File: src/rtl/mp1_control.sv
`default_nettype none
// ============================================================================
//  Module      : mp1_control
//  Description : Multicycle control FSM for the RV32I datapath. Walks each
//                instruction through fetch, decode and one execute path,
//                driving datapath load enables and mux selects, and
//                handshaking with the unified memory port.
//  Revision    : 1.0 - initial release
// ============================================================================
module mp1_control #(
    parameter bit ILLEGAL_SKIP = 1'b1
) (
    input  logic       clk,
    input  logic       rst,
    input  logic [6:0] opcode,
    input  logic [2:0] funct3,
    input  logic [6:0] funct7,
    input  logic       br_en,
    input  logic [1:0] mar_lsb,
    input  logic       mem_resp,
    output logic       load_pc,
    output logic       load_ir,
    output logic       load_regfile,
    output logic       load_mar,
    output logic       load_mdr,
    output logic       load_data_out,
    output logic [1:0] pcmux_sel,
    output logic       alumux1_sel,
    output logic [2:0] alumux2_sel,
    output logic [3:0] regfilemux_sel,
    output logic       marmux_sel,
    output logic       cmpmux_sel,
    output logic [2:0] cmpop,
    output logic [2:0] aluop,
    output logic       mem_read,
    output logic       mem_write,
    output logic [3:0] mem_byte_enable,
    output logic       illegal,
    output logic       halted
);

    typedef enum logic [3:0] {
        S_FETCH1 = 4'd0,  S_FETCH2 = 4'd1,  S_FETCH3 = 4'd2,  S_DECODE = 4'd3,
        S_IMM    = 4'd4,  S_REG    = 4'd5,  S_LUI    = 4'd6,  S_AUIPC  = 4'd7,
        S_BR     = 4'd8,  S_JAL    = 4'd9,  S_JALR   = 4'd10, S_ADDR   = 4'd11,
        S_LD1    = 4'd12, S_LD2    = 4'd13, S_ST1    = 4'd14, S_HALT   = 4'd15
    } state_t;

    // RV32I major opcodes
    localparam logic [6:0] c_op_imm   = 7'b0010011;
    localparam logic [6:0] c_op_reg   = 7'b0110011;
    localparam logic [6:0] c_op_lui   = 7'b0110111;
    localparam logic [6:0] c_op_auipc = 7'b0010111;
    localparam logic [6:0] c_op_br    = 7'b1100011;
    localparam logic [6:0] c_op_jal   = 7'b1101111;
    localparam logic [6:0] c_op_jalr  = 7'b1100111;
    localparam logic [6:0] c_op_load  = 7'b0000011;
    localparam logic [6:0] c_op_store = 7'b0100011;

    // ALU operations
    localparam logic [2:0] c_alu_add = 3'd0;
    localparam logic [2:0] c_alu_sra = 3'd2;
    localparam logic [2:0] c_alu_sub = 3'd3;

    // pcmux selects
    localparam logic [1:0] c_pc_plus4 = 2'd0;
    localparam logic [1:0] c_pc_alu   = 2'd1;
    localparam logic [1:0] c_pc_mod2  = 2'd2;

    // alumux2 selects
    localparam logic [2:0] c_a2_i   = 3'd0;
    localparam logic [2:0] c_a2_u   = 3'd1;
    localparam logic [2:0] c_a2_b   = 3'd2;
    localparam logic [2:0] c_a2_s   = 3'd3;
    localparam logic [2:0] c_a2_j   = 3'd4;
    localparam logic [2:0] c_a2_rs2 = 3'd5;

    // regfilemux selects
    localparam logic [3:0] c_rf_alu   = 4'd0;
    localparam logic [3:0] c_rf_br    = 4'd1;
    localparam logic [3:0] c_rf_u     = 4'd2;
    localparam logic [3:0] c_rf_lw    = 4'd3;
    localparam logic [3:0] c_rf_plus4 = 4'd4;
    localparam logic [3:0] c_rf_lb    = 4'd5;
    localparam logic [3:0] c_rf_lbu   = 4'd6;
    localparam logic [3:0] c_rf_lh    = 4'd7;
    localparam logic [3:0] c_rf_lhu   = 4'd8;

    // compare operations used by slt/sltu
    localparam logic [2:0] c_cmp_lt  = 3'b100;
    localparam logic [2:0] c_cmp_ltu = 3'b110;

    state_t r_state;
    state_t w_next_state;

    // Only funct7[5] distinguishes sub/sra; the other bits are don't-care.
    logic w_unused;
    assign w_unused = &{1'b0, funct7[6], funct7[4:0]};

    // State register; reset returns to FETCH1 from anywhere, even mid-request.
    always_ff @(posedge clk) begin
        if (rst) begin
            r_state <= S_FETCH1;
        end else begin
            r_state <= w_next_state;
        end
    end

    // Next-state and output decode; every output defaults first, reset forces defaults.
    always_comb begin
        w_next_state    = r_state;
        load_pc         = 1'b0;
        load_ir         = 1'b0;
        load_regfile    = 1'b0;
        load_mar        = 1'b0;
        load_mdr        = 1'b0;
        load_data_out   = 1'b0;
        pcmux_sel       = c_pc_plus4;
        alumux1_sel     = 1'b0;
        alumux2_sel     = c_a2_i;
        regfilemux_sel  = c_rf_alu;
        marmux_sel      = 1'b0;
        cmpmux_sel      = 1'b0;
        cmpop           = 3'b000;
        aluop           = c_alu_add;
        mem_read        = 1'b0;
        mem_write       = 1'b0;
        mem_byte_enable = 4'b1111;
        illegal         = 1'b0;
        halted          = 1'b0;

        if (!rst) begin
            case (r_state)
                S_FETCH1: begin
                    load_mar     = 1'b1;
                    marmux_sel   = 1'b0;
                    w_next_state = S_FETCH2;
                end
                S_FETCH2: begin
                    mem_read = 1'b1;
                    load_mdr = 1'b1;
                    if (mem_resp) begin
                        w_next_state = S_FETCH3;
                    end
                end
                S_FETCH3: begin
                    load_ir      = 1'b1;
                    w_next_state = S_DECODE;
                end
                S_DECODE: begin
                    case (opcode)
                        c_op_imm:   w_next_state = S_IMM;
                        c_op_reg:   w_next_state = S_REG;
                        c_op_lui:   w_next_state = S_LUI;
                        c_op_auipc: w_next_state = S_AUIPC;
                        c_op_br:    w_next_state = S_BR;
                        c_op_jal:   w_next_state = S_JAL;
                        c_op_jalr:  w_next_state = S_JALR;
                        c_op_load,
                        c_op_store: w_next_state = S_ADDR;
                        default: begin
                            illegal = 1'b1;
                            if (ILLEGAL_SKIP) begin
                                load_pc      = 1'b1;
                                pcmux_sel    = c_pc_plus4;
                                w_next_state = S_FETCH1;
                            end else begin
                                w_next_state = S_HALT;
                            end
                        end
                    endcase
                end
                S_IMM: begin
                    load_regfile = 1'b1;
                    load_pc      = 1'b1;
                    alumux1_sel  = 1'b0;
                    alumux2_sel  = c_a2_i;
                    aluop        = funct3;
                    if (funct3 == 3'b010 || funct3 == 3'b011) begin
                        regfilemux_sel = c_rf_br;
                        cmpmux_sel     = 1'b1;
                        cmpop          = (funct3 == 3'b010) ? c_cmp_lt : c_cmp_ltu;
                    end
                    if (funct3 == 3'b101 && funct7[5]) begin
                        aluop = c_alu_sra;
                    end
                    w_next_state = S_FETCH1;
                end
                S_REG: begin
                    load_regfile = 1'b1;
                    load_pc      = 1'b1;
                    alumux1_sel  = 1'b0;
                    alumux2_sel  = c_a2_rs2;
                    aluop        = funct3;
                    if (funct3 == 3'b000 && funct7[5]) begin
                        aluop = c_alu_sub;
                    end
                    if (funct3 == 3'b101 && funct7[5]) begin
                        aluop = c_alu_sra;
                    end
                    if (funct3 == 3'b010 || funct3 == 3'b011) begin
                        regfilemux_sel = c_rf_br;
                        cmpmux_sel     = 1'b0;
                        cmpop          = (funct3 == 3'b010) ? c_cmp_lt : c_cmp_ltu;
                    end
                    w_next_state = S_FETCH1;
                end
                S_LUI: begin
                    load_regfile   = 1'b1;
                    load_pc        = 1'b1;
                    regfilemux_sel = c_rf_u;
                    w_next_state   = S_FETCH1;
                end
                S_AUIPC: begin
                    load_regfile   = 1'b1;
                    load_pc        = 1'b1;
                    alumux1_sel    = 1'b1;
                    alumux2_sel    = c_a2_u;
                    aluop          = c_alu_add;
                    regfilemux_sel = c_rf_alu;
                    w_next_state   = S_FETCH1;
                end
                S_BR: begin
                    load_pc      = 1'b1;
                    cmpop        = funct3;
                    cmpmux_sel   = 1'b0;
                    alumux1_sel  = 1'b1;
                    alumux2_sel  = c_a2_b;
                    aluop        = c_alu_add;
                    pcmux_sel    = br_en ? c_pc_alu : c_pc_plus4;
                    w_next_state = S_FETCH1;
                end
                S_JAL: begin
                    load_regfile   = 1'b1;
                    load_pc        = 1'b1;
                    regfilemux_sel = c_rf_plus4;
                    alumux1_sel    = 1'b1;
                    alumux2_sel    = c_a2_j;
                    aluop          = c_alu_add;
                    pcmux_sel      = c_pc_alu;
                    w_next_state   = S_FETCH1;
                end
                S_JALR: begin
                    load_regfile   = 1'b1;
                    load_pc        = 1'b1;
                    regfilemux_sel = c_rf_plus4;
                    alumux1_sel    = 1'b0;
                    alumux2_sel    = c_a2_i;
                    aluop          = c_alu_add;
                    pcmux_sel      = c_pc_mod2;
                    w_next_state   = S_FETCH1;
                end
                S_ADDR: begin
                    load_mar    = 1'b1;
                    marmux_sel  = 1'b1;
                    alumux1_sel = 1'b0;
                    aluop       = c_alu_add;
                    if (opcode == c_op_store) begin
                        alumux2_sel   = c_a2_s;
                        load_data_out = 1'b1;
                        w_next_state  = S_ST1;
                    end else begin
                        alumux2_sel  = c_a2_i;
                        w_next_state = S_LD1;
                    end
                end
                S_LD1: begin
                    mem_read = 1'b1;
                    load_mdr = 1'b1;
                    if (mem_resp) begin
                        w_next_state = S_LD2;
                    end
                end
                S_LD2: begin
                    load_regfile = 1'b1;
                    load_pc      = 1'b1;
                    case (funct3)
                        3'b000:  regfilemux_sel = c_rf_lb;
                        3'b001:  regfilemux_sel = c_rf_lh;
                        3'b100:  regfilemux_sel = c_rf_lbu;
                        3'b101:  regfilemux_sel = c_rf_lhu;
                        default: regfilemux_sel = c_rf_lw;
                    endcase
                    w_next_state = S_FETCH1;
                end
                S_ST1: begin
                    mem_write = 1'b1;
                    case (funct3)
                        3'b000:  mem_byte_enable = 4'b0001 << mar_lsb;
                        3'b001:  mem_byte_enable = 4'b0011 << mar_lsb;
                        default: mem_byte_enable = 4'b1111;
                    endcase
                    // PC update waits for the write to complete
                    if (mem_resp) begin
                        load_pc      = 1'b1;
                        w_next_state = S_FETCH1;
                    end
                end
                S_HALT: begin
                    halted = 1'b1;
                end
                default: begin
                    w_next_state = S_FETCH1;
                end
            endcase
        end
    end

endmodule
`default_nettype wire

File: config.mk
export PLATFORM = sky130hd
export DESIGN_NAME = mp1_control
export DESIGN_NICKNAME = d
export VERILOG_FILES = /design/src/rtl/mp1_control.sv
export SDC_FILE = /design/constraint.sdc
export NUM_CORES = 1
export LEC_CHECK = 0
export CAP_MARGIN = 10
export CORE_UTILIZATION = 40
export CTS_CLUSTER_SIZE = 12
export DETAILED_ROUTE_END_ITERATION = 16
export PLACE_DENSITY = 0.79
export SETUP_SLACK_MARGIN = 0.15
export SLEW_MARGIN = 20
export SYNTH_ARGS = -nofsm -noshare
export SYNTH_HDL_FRONTEND = slang
export SYNTH_SLANG_ARGS = --single-unit
File: constraint.sdc
create_clock -name clk -period 2.45 [get_ports clk]
set_input_delay 0.245 -clock clk [delete_from_list [all_inputs] [get_ports clk]]
set_output_delay 0.245 -clock clk [all_outputs]
set_load 0.1 [all_outputs]
==> results of run 1 <==
[critical path, cell delays in order]
cell and delay, ns:
clkdlybuf4s50_1 0.43, or3_4 0.41, nor3_4 0.22, nand4_1 0.11, buf_4 0.17, a211oi_4 0.28, buf_12 0.21
[worst max path at each step]
stage / to / start / depth (start not counted)
6_report: alumux2_sel[1] / opcode[3] / 7
5_1_grt: alumux2_sel[1] / opcode[3] / 7
4_1_cts: alumux2_sel[1] / opcode[3] / 7
3_5_place_dp: mem_byte_enable[2] / rst / 5
3_3_place_gp: alumux2_sel[1] / opcode[3] / 6
2_1_floorplan: marmux_sel / r_state[1]$_SDFFE_PP0P_ / 3
[cells by family (layout without fill, tap and decap cells)]
logic type / count (synthesis) / count (layout) / synth area share (%)
mux: 1 / 1 / 1.136
flops: 4 / 4 / 8.081
compound gates: 47 / 47 / 29.55
simple gates: 89 / 89 / 47.10
xor+xnor: 2 / 2 / 1.768
buf+inv: 18 / 71 / 12.37
[routing by layer]
layer	global-route usage [%]	part of all wire [%]
met5	0	0
met1	35.45	34
met3	3.216	9.2
met4	19.37	5.4
met2	64.72	51
[cell type report]
cell class,instances,area share (%)
Sequential cell,4,3.799
Tap cell,28,1.636
Multi-Input combinational cell,139,49.33
Timing Repair Buffer,64,43.48
Clock buffer,3,1.052
Inverter,4,0.7013
[stage by stage]
| step | setup WS [ns] | setup TNS [ns] | hold WS, ns | util (%) | power, W |
|---|---|---|---|---|---|
| floorplan | -0.6491 | -1.852 | 0.4409 | - | 0.0001809 |
| global placement | 0.05815 | 0 | 0.5306 | 89.44 | 0.0002452 |
| detailed placement | -0.02842 | -0.06018 | 0.5695 | 89.44 | 0.0002528 |
| CTS | 0.1484 | 0 | 0.5743 | 91.26 | 0.0003359 |
| global route | 0.04473 | 0 | 0.5991 | 94.06 | 0.0003665 |
| finish | 0.1278 | 0 | 0.5695 | 94.06 | 0.0003536 |
[cells in the final DEF, fill, tap and decap left out, drive strengths merged, types with 2 or more instances in the layout]
cell / n
a2111oi: 2
a211oi: 3
a21oi: 16
a31oi: 4
and3: 3
buf: 48
clkbuf: 3
clkdlybuf4s50: 12
dfxtp: 4
dlymetal6s2s: 3
inv: 4
nand2: 19
nand2b: 2
nand3: 2
nand3b: 2
nand4: 2
nor2: 21
nor2b: 4
nor3: 14
nor3b: 2
nor4: 5
o211ai: 2
o21a: 2
o21ai: 11
or3: 4
[what timing repair did]
action	4_1_cts	5_1_grt
resized for setup	5	12
endpoints found under the setup margin	8	9
hold buffers	0	0
setup buffers	1	0
pin swaps	1	3
[power by group through the flow]
stage          registers, W  clock network [W]  logic [W]
6_report          0.0000712          0.0000863   0.000196
5_1_grt           0.0000717          0.0000899   0.000205
4_1_cts           0.0000710          0.0000828   0.000182
3_5_place_dp      0.0000721                  0   0.000181
3_3_place_gp      0.0000722                  0   0.000173
2_1_floorplan     0.0000698                  0   0.000111
==> results.cfg, run 1 <==
[power]
internal_power_w = 0.0001959
combPwrFrac_pct = 55.5
switching_share_pct = 44.61
power_density_nw_per_um2 = 165.2
switchingPower_w = 0.0001577
pwr-share-seq_pct = 20.1
leakage_nw = 0.7557
pwr-share-clk_pct = 24.4
ir_worst_vdd_mv = 0.2967

[timing]
setup_violations = 0
hold_viol_final = 0
finalCritPeriodShare_pct = 94.78
worst_pin_slew_ns = 0.4964
rsz0062_at_grt = true
fmax_ghz = 0.4306
worst_slew_margin_rel_pct = 66.05
finClkSkew_ns = 0.006833
final_max_slew_viol_count = 0
period_minus_slack_ns = 2.322

[setup_path]
critPathLaunchType = primary input
required_ns = 2.20
crit_arrival_ns = 2.08
reg2reg_depth = 6
rr_endpoint = r_state[0]$_SDFFE_PP0P_
crit_path_max_fanout = 3
rr_startpoint = r_state[2]$_SDFFE_PP0P_
endpoint_kind = output pin
critical_path_class = in2out
r2r_setup_slack_ns = 0.42

[layout]
register_area_um2 = 81.33
reg.largest.list = r_state: 4 flops
multi_input_area_um2 = 1056
largest_reg_flops = 4
layout.nets = 239
nFillCells = 65
drive_gt1_share_pct = 38.79
area.growth.synth_to_final_pct = 116.0
final_design_area_no_fill_um2 = 2141
regMostFlops = r_state
stdcell_count = 242
diodes = 0

[run_status]
status = complete, no violations

[cts]
cts_tree = done
cts.path.max_buffers = 2
htreeDepth = 1
path_clk_slew_ns = 0.04
cts-root-buf = clkbuf_4
clock_sinks = 4
cts_made_buffers = 3
clock_latency_ns = 0.24

[min_path]
hold_end = r_state[1]$_SDFFE_PP0P_
hold_start = r_state[1]$_SDFFE_PP0P_
holdPathStages = 2
hold_path.class = reg2reg

[floorplan]
initial_core_util_pct = 43.54
die_area_um2 = 2681
fp.coreArea_um2 = 2276
die_x_um = 51.78
row_count = 17
fp.dieH_um = 51.78
io_pins = 55

[yosys]
synth.ff_latch_count = 4
synth_seq_area_share_pct = 8.081
synthArstFlopShare_pct = 0
yosys.cell_count.top_type = nor2_1
postSynthCellCount = 161
synth.net_count = 184
syn_area_um2 = 991.0
netlist_top_cells_count = nor2_1 (21), nand2_1 (19), a21oi_1 (16), nor3_1 (14), o21ai_0 (10)
avgSynthCellArea_um2 = 6.155
synth_edf_count = 0
ys_types = 47
yosys_warnings = 0
ys_top_cells_by_area = a21oi_1 (8.1%), dfxtp_1 (8.1%), nor2_1 (8.0%)
synth_top_area_share_pct = 8.081
post-synth-top-area-cell = a21oi_1
synth_flop_cell = dfxtp_1

[route]
route.detailed.drc = 0
drtIter0Drc = 93
wire_per_inst_um = 20.19
num_vias = 1626
routed_wirelength_mm = 4.886
first_pass_iters = 6
ant_nets = 0
routed_via_density = 6.719

[global_routing]
overflow = 0
grt_pass1_vias = 1540
track_usage_pct = 33.88
grt_max_degree = 20
grt_pass1_wl_mm = 6.727
antenna_found_initial = 0

[placement]
dp_hpwl_mm = 3.190
port_buffers = 48
place_area_um2 = 2036
placed_cells_incl_taps = 238
place.gp.congestion = 0.8739

[run]
maxCapViolCount = 0
No activity file was read; power rests on OpenSTA's default activity.
==> run 2: changes to the inputs <==
--- a/config.mk
+++ b/config.mk
@@ -6,10 +6,12 @@
 export NUM_CORES = 1
 export LEC_CHECK = 0
 export CAP_MARGIN = 10
-export CORE_UTILIZATION = 40
+export CELL_PAD_IN_SITES_DETAIL_PLACEMENT = 1
+export CELL_PAD_IN_SITES_GLOBAL_PLACEMENT = 2
+export CORE_UTILIZATION = 20
 export CTS_CLUSTER_SIZE = 12
 export DETAILED_ROUTE_END_ITERATION = 16
-export PLACE_DENSITY = 0.79
+export PLACE_DENSITY = 0.82
 export SETUP_SLACK_MARGIN = 0.15
 export SLEW_MARGIN = 20
 export SYNTH_ARGS = -nofsm -noshare
==> results.cfg, run 2 (synthesis results as in run 1) <==
[global_routing]
grt_use_met3_pct = 1.250
track_usage_pct = 17.33
top_usage_layer = met2
overflow = 0
met1_usage_pct = 23.72
grt_pass1_vias = 1392
grt_max_degree = 17
globalRouteMet2Util_pct = 30.53
grt_pass1_wl_mm = 7.217
antenna_found_initial = 0

[cts]
htreeDepth = 1
cts_tree = done
cts-root-buf = clkbuf_8
clock_sinks = 4
path_clk_slew_ns = 0.03
clock_latency_ns = 0.21
cts_made_buffers = 3
cts.path.max_buffers = 2

[route]
drtIter0Drc = 69
routed_via_density = 4.916
wire_per_inst_um = 14.94
ant_nets = 0
num_vias = 1406
first_pass_iters = 4
route.detailed.drc = 0
routed_wirelength_mm = 4.274

[min_path]
hold_path.class = in2reg

[layout]
area.growth.synth_to_final_pct = 125.8
nFillCells = 556
regMostFlops = r_state
mostFrequentLayoutCells = buf_12 (32), buf_4 (21), nand2_1 (19)
stdcell_count = 286
reg.largest.list = r_state: 4 flops
largest_reg_flops = 4
final_common_cell = buf_12
diodes = 0
drive_gt1_share_pct = 41.10
layout.nets = 244
utilization_pct = 47.05

[placement]
dp_hpwl_mm = 3.464
place.gp.congestion = 0.7927
placed_cells_incl_taps = 281
port_buffers = 48

[timing]
rsz0062_at_grt = true
finalCritPeriodShare_pct = 89.99
hold_viol_final = 0
holdWs_ns = 0.3809
period_minus_slack_ns = 2.205
setup_violations = 0
finClkSkew_ns = 0.001253
worst_slew_margin_rel_pct = 69.76
fmax_ghz = 0.4536
worst_pin_slew_ns = 0.4530
final_max_slew_viol_count = 0

[setup_path]
endpoint_kind = output pin
r2r_setup_slack_ns = 0.57
crit_arrival_ns = 1.96
rr_startpoint = r_state[3]$_SDFFE_PP0P_
crit_end = load_pc
critical_path_class = in2out
crit_start = opcode[5]
crit_path_max_fanout = 5
rr_endpoint = r_state[1]$_SDFFE_PP0P_
required_ns = 2.20
critPathLaunchType = primary input
reg2reg_depth = 6

[floorplan]
die_area_um2 = 5240
row_count = 25
fp.coreArea_um2 = 4755
io_pins = 55
fp.dieH_um = 72.39
die_x_um = 72.39
initial_core_util_pct = 20.84

[run_status]
status = complete, no violations

[power]
leakage_nw = 0.7973
power_w = 0.0003944
power_density_nw_per_um2 = 176.3
ir_worst_vdd_mv = 0.2382

[run]
maxCapViolCount = 0
-- run 2: cell types whose count changed in the layout (fill, tap and decap cells not counted), sizes merged --
cell,before,now
dlygate4sd2,1,0
clkdlybuf4s50,12,11
buf,48,54
dlymetal6s2s,3,4
-- run 2: through the flow --
stage | setup slack (ns) | instance area (µm²) | setup TNS (ns)
6_report | 0.2453 | 2237 | 0
5_1_grt | 0.1075 | 2237 | 0
4_1_cts | 0.1501 | 2178 | 0
3_5_place_dp | 0.07380 | 2110 | 0
3_3_place_gp | 0.07264 | 2110 | 0
2_1_floorplan | -0.6491 | 1209 | -1.852
-- run 2: final cells by class --
class | instances | area (µm²) | share of cell area [%]
multi-input cells | 139 | 1051 | 46.98
repair buffers | 69 | 963.4 | 43.06
well taps | 67 | 83.83 | 3.747
flip-flops and latches | 4 | 82.58 | 3.691
clock buffers | 3 | 41.29 | 1.846
inverters | 4 | 15.01 | 0.6711
-- run 2: worst min-delay path by stage --
stage                                          to  depth (start not counted)     start
final                     r_state[1]$_SDFFE_PP0P_                          2       rst
after floorplan           r_state[1]$_SDFFE_PP0P_                          3  mem_resp
after global routing      r_state[2]$_SDFFE_PP0P_                          2       rst
after global placement    r_state[3]$_SDFFE_PP0P_                          2       rst
after CTS                 r_state[1]$_SDFFE_PP0P_                          2       rst
after detailed placement  r_state[2]$_SDFFE_PP0P_                          2       rst
-- run 2: layer usage --
layer	wire length, µm	part of all wire, %
met1	1999	47
met2	2209	52
met3	65	1.5
met4	0	0
met5	0	0
-- run 2: timing repair --
action                                  4_1_cts  5_1_grt
hold buffers                                  0        0
gates resized for setup                       6       10
gates cloned                                  0        0
endpoints found under the setup margin        8       10
buffers inserted                              0        2
pin swaps                                     1        5
-- run 2: where the power goes --
part | leakage, nW | internal, W | switching, W | total, W
sequential | 0.0332 | 0.0000678 | 0.00000608 | 0.0000739
clock | 0.0216 | 0.000104 | 0.0000309 | 0.000135
combinational | 0.743 | 0.0000727 | 0.000112 | 0.000185
total | 0.797 | 0.000245 | 0.000149 | 0.000394
-- run 2: worst max-delay path, stage by stage --
cell and delay (ns):
clkdlybuf4s50_1 0.51, and3b_1 0.23, a21oi_1 0.14, o32a_1 0.18, o311ai_1 0.10, buf_4 0.16
a31oi_4 0.19, buf_12 0.20
==> run 3: changes to the inputs <==
--- a/config.mk
+++ b/config.mk
@@ -13,6 +13,7 @@
 export DETAILED_ROUTE_END_ITERATION = 16
 export PLACE_DENSITY = 0.82
 export SETUP_SLACK_MARGIN = 0.15
+export SKIP_CTS_REPAIR_TIMING = 1
 export SLEW_MARGIN = 20
 export SYNTH_ARGS = -nofsm -noshare
 export SYNTH_HDL_FRONTEND = slang
==> results.cfg, run 3 (synthesis results as in run 1) <==
[run_status]
status = complete, no violations

[setup_path]
critPathLaunchType = primary input
critPathMaxStageDelay_ns = 0.51
cp_top_family = buffers and inverters
required_ns = 2.20
crit_arrival_ns = 1.96
path_buf_inv = 3
crit_path_max_fanout = 5
endpoint_kind = output pin
crit_chain = clkdlybuf4s50_1 -> and3b_1 -> a21oi_1 -> o32a_1 -> o311ai_1 -> buf_4 -> a31oi_4 -> buf_12
critical_path_class = in2out
slowest_stage = clkdlybuf4s50_1
r2r_setup_slack_ns = 0.57

[placement]
place.gp.congestion = 0.7927
place_area_um2 = 2110
port_buffers = 48
dp_hpwl_mm = 3.464
placed_cells_incl_taps = 281

[cts]
cts_made_buffers = 3
htreeDepth = 1
cts.path.max_buffers = 2
path_clk_slew_ns = 0.03
clock_sinks = 4
cts-root-buf = clkbuf_8
clock_latency_ns = 0.21
cts_tree = done

[route]
routed_wirelength_mm = 4.289
wire_per_inst_um = 15.00
ant_nets = 0
num_vias = 1407
drtIter0Drc = 74
first_pass_iters = 4
routed_via_density = 4.920
route.detailed.drc = 0

[timing]
worst_slew_margin_rel_pct = 67.71
finalCritPeriodShare_pct = 90.05
hold_viol_final = 0
worst_pin_slew_ns = 0.4721
fmax_ghz = 0.4533
rsz0062_at_grt = true
final_max_slew_viol_count = 0
setup_violations = 0
period_minus_slack_ns = 2.206
finClkSkew_ns = 0.001236

[power]
internal_power_w = 0.0002450
pwr-share-clk_pct = 34.3
power_w = 0.0003942
combPwrFrac_pct = 46.9
ir_worst_vdd_mv = 0.2383
switchingPower_w = 0.0001492
switching_share_pct = 37.84
leakage_nw = 0.7950
power_density_nw_per_um2 = 176.6
pwr-share-seq_pct = 18.8

[layout]
largest_reg_flops = 4
final_common_cell = buf_12
area.growth.synth_to_final_pct = 125.3
stdcell_count = 286
final_design_area_no_fill_um2 = 2232
regMostFlops = r_state
reg.largest.list = r_state: 4 flops
diodes = 0
mostFrequentLayoutCells = buf_12 (32), buf_4 (21), nand2_1 (19)
layout.nets = 244
drive_gt1_share_pct = 40.64

[floorplan]
die_x_um = 72.39
io_pins = 55
fp.dieH_um = 72.39
row_count = 25
die_area_um2 = 5240
fp.coreArea_um2 = 4755
initial_core_util_pct = 20.84

[global_routing]
grt_pass1_wl_mm = 7.176
track_usage_pct = 17.23
grt_max_degree = 17
overflow = 0
grt_pass1_vias = 1390
antenna_found_initial = 0

[min_path]
hold_path.class = in2reg

[run]
maxCapViolCount = 0
-- run 3: cell counts in the layout (fill, tap and decap cells not counted) --
No cell type changed its count.
-- run 3: power groups by stage --
stage               Combinational (W)  Clock, W  Sequential, W
floorplan                    0.000111         0      0.0000698
global placement             0.000179         0      0.0000745
detailed placement           0.000181         0      0.0000746
CTS                          0.000182  0.000141      0.0000737
global route                 0.000199  0.000149      0.0000751
finish                       0.000185  0.000135      0.0000739
-- run 3: stage by stage --
| step | hold WS [ns] | setup slack (ns) | util (%) | TNS [ns] |
|---|---|---|---|---|
| 3_5_place_dp | 0.6005 | 0.07380 | 44.37 | 0 |
| 6_report | 0.3793 | 0.2439 | 46.95 | 0 |
| 2_1_floorplan | 0.4409 | -0.6491 | - | -1.852 |
| 4_1_cts | 0.3778 | -0.1314 | 45.24 | -0.1957 |
| 3_3_place_gp | 0.5945 | 0.07264 | 44.37 | 0 |
| 5_1_grt | 0.4014 | 0.1038 | 46.95 | 0 |
-- run 3: layer usage --
metal	track usage [%]	part of all wire [%]	vias up
met3	1.250	1.6	0
met2	30.53	52	20
met5	0	0	-
met4	1.961	0	0
met1	23.45	47	680
li1	-	-	707
-- run 3: area by class of cell --
type / instances / area (µm²)
well taps: 67 / 83.83
fillers: 556 / 2522
inverters: 4 / 15.01
flip-flops and latches: 4 / 82.58
repair buffers: 69 / 963.4
multi-input cells: 139 / 1046
clock buffers: 3 / 41.29
-- run 3: final timing paths --
check	startpoint	endpoint	cells past startpoint
min	rst	r_state[1]$_SDFFE_PP0P_	2
min reg2reg	r_state[1]$_SDFFE_PP0P_	r_state[1]$_SDFFE_PP0P_	3
max	opcode[5]	load_pc	8
max reg2reg	r_state[3]$_SDFFE_PP0P_	r_state[1]$_SDFFE_PP0P_	6
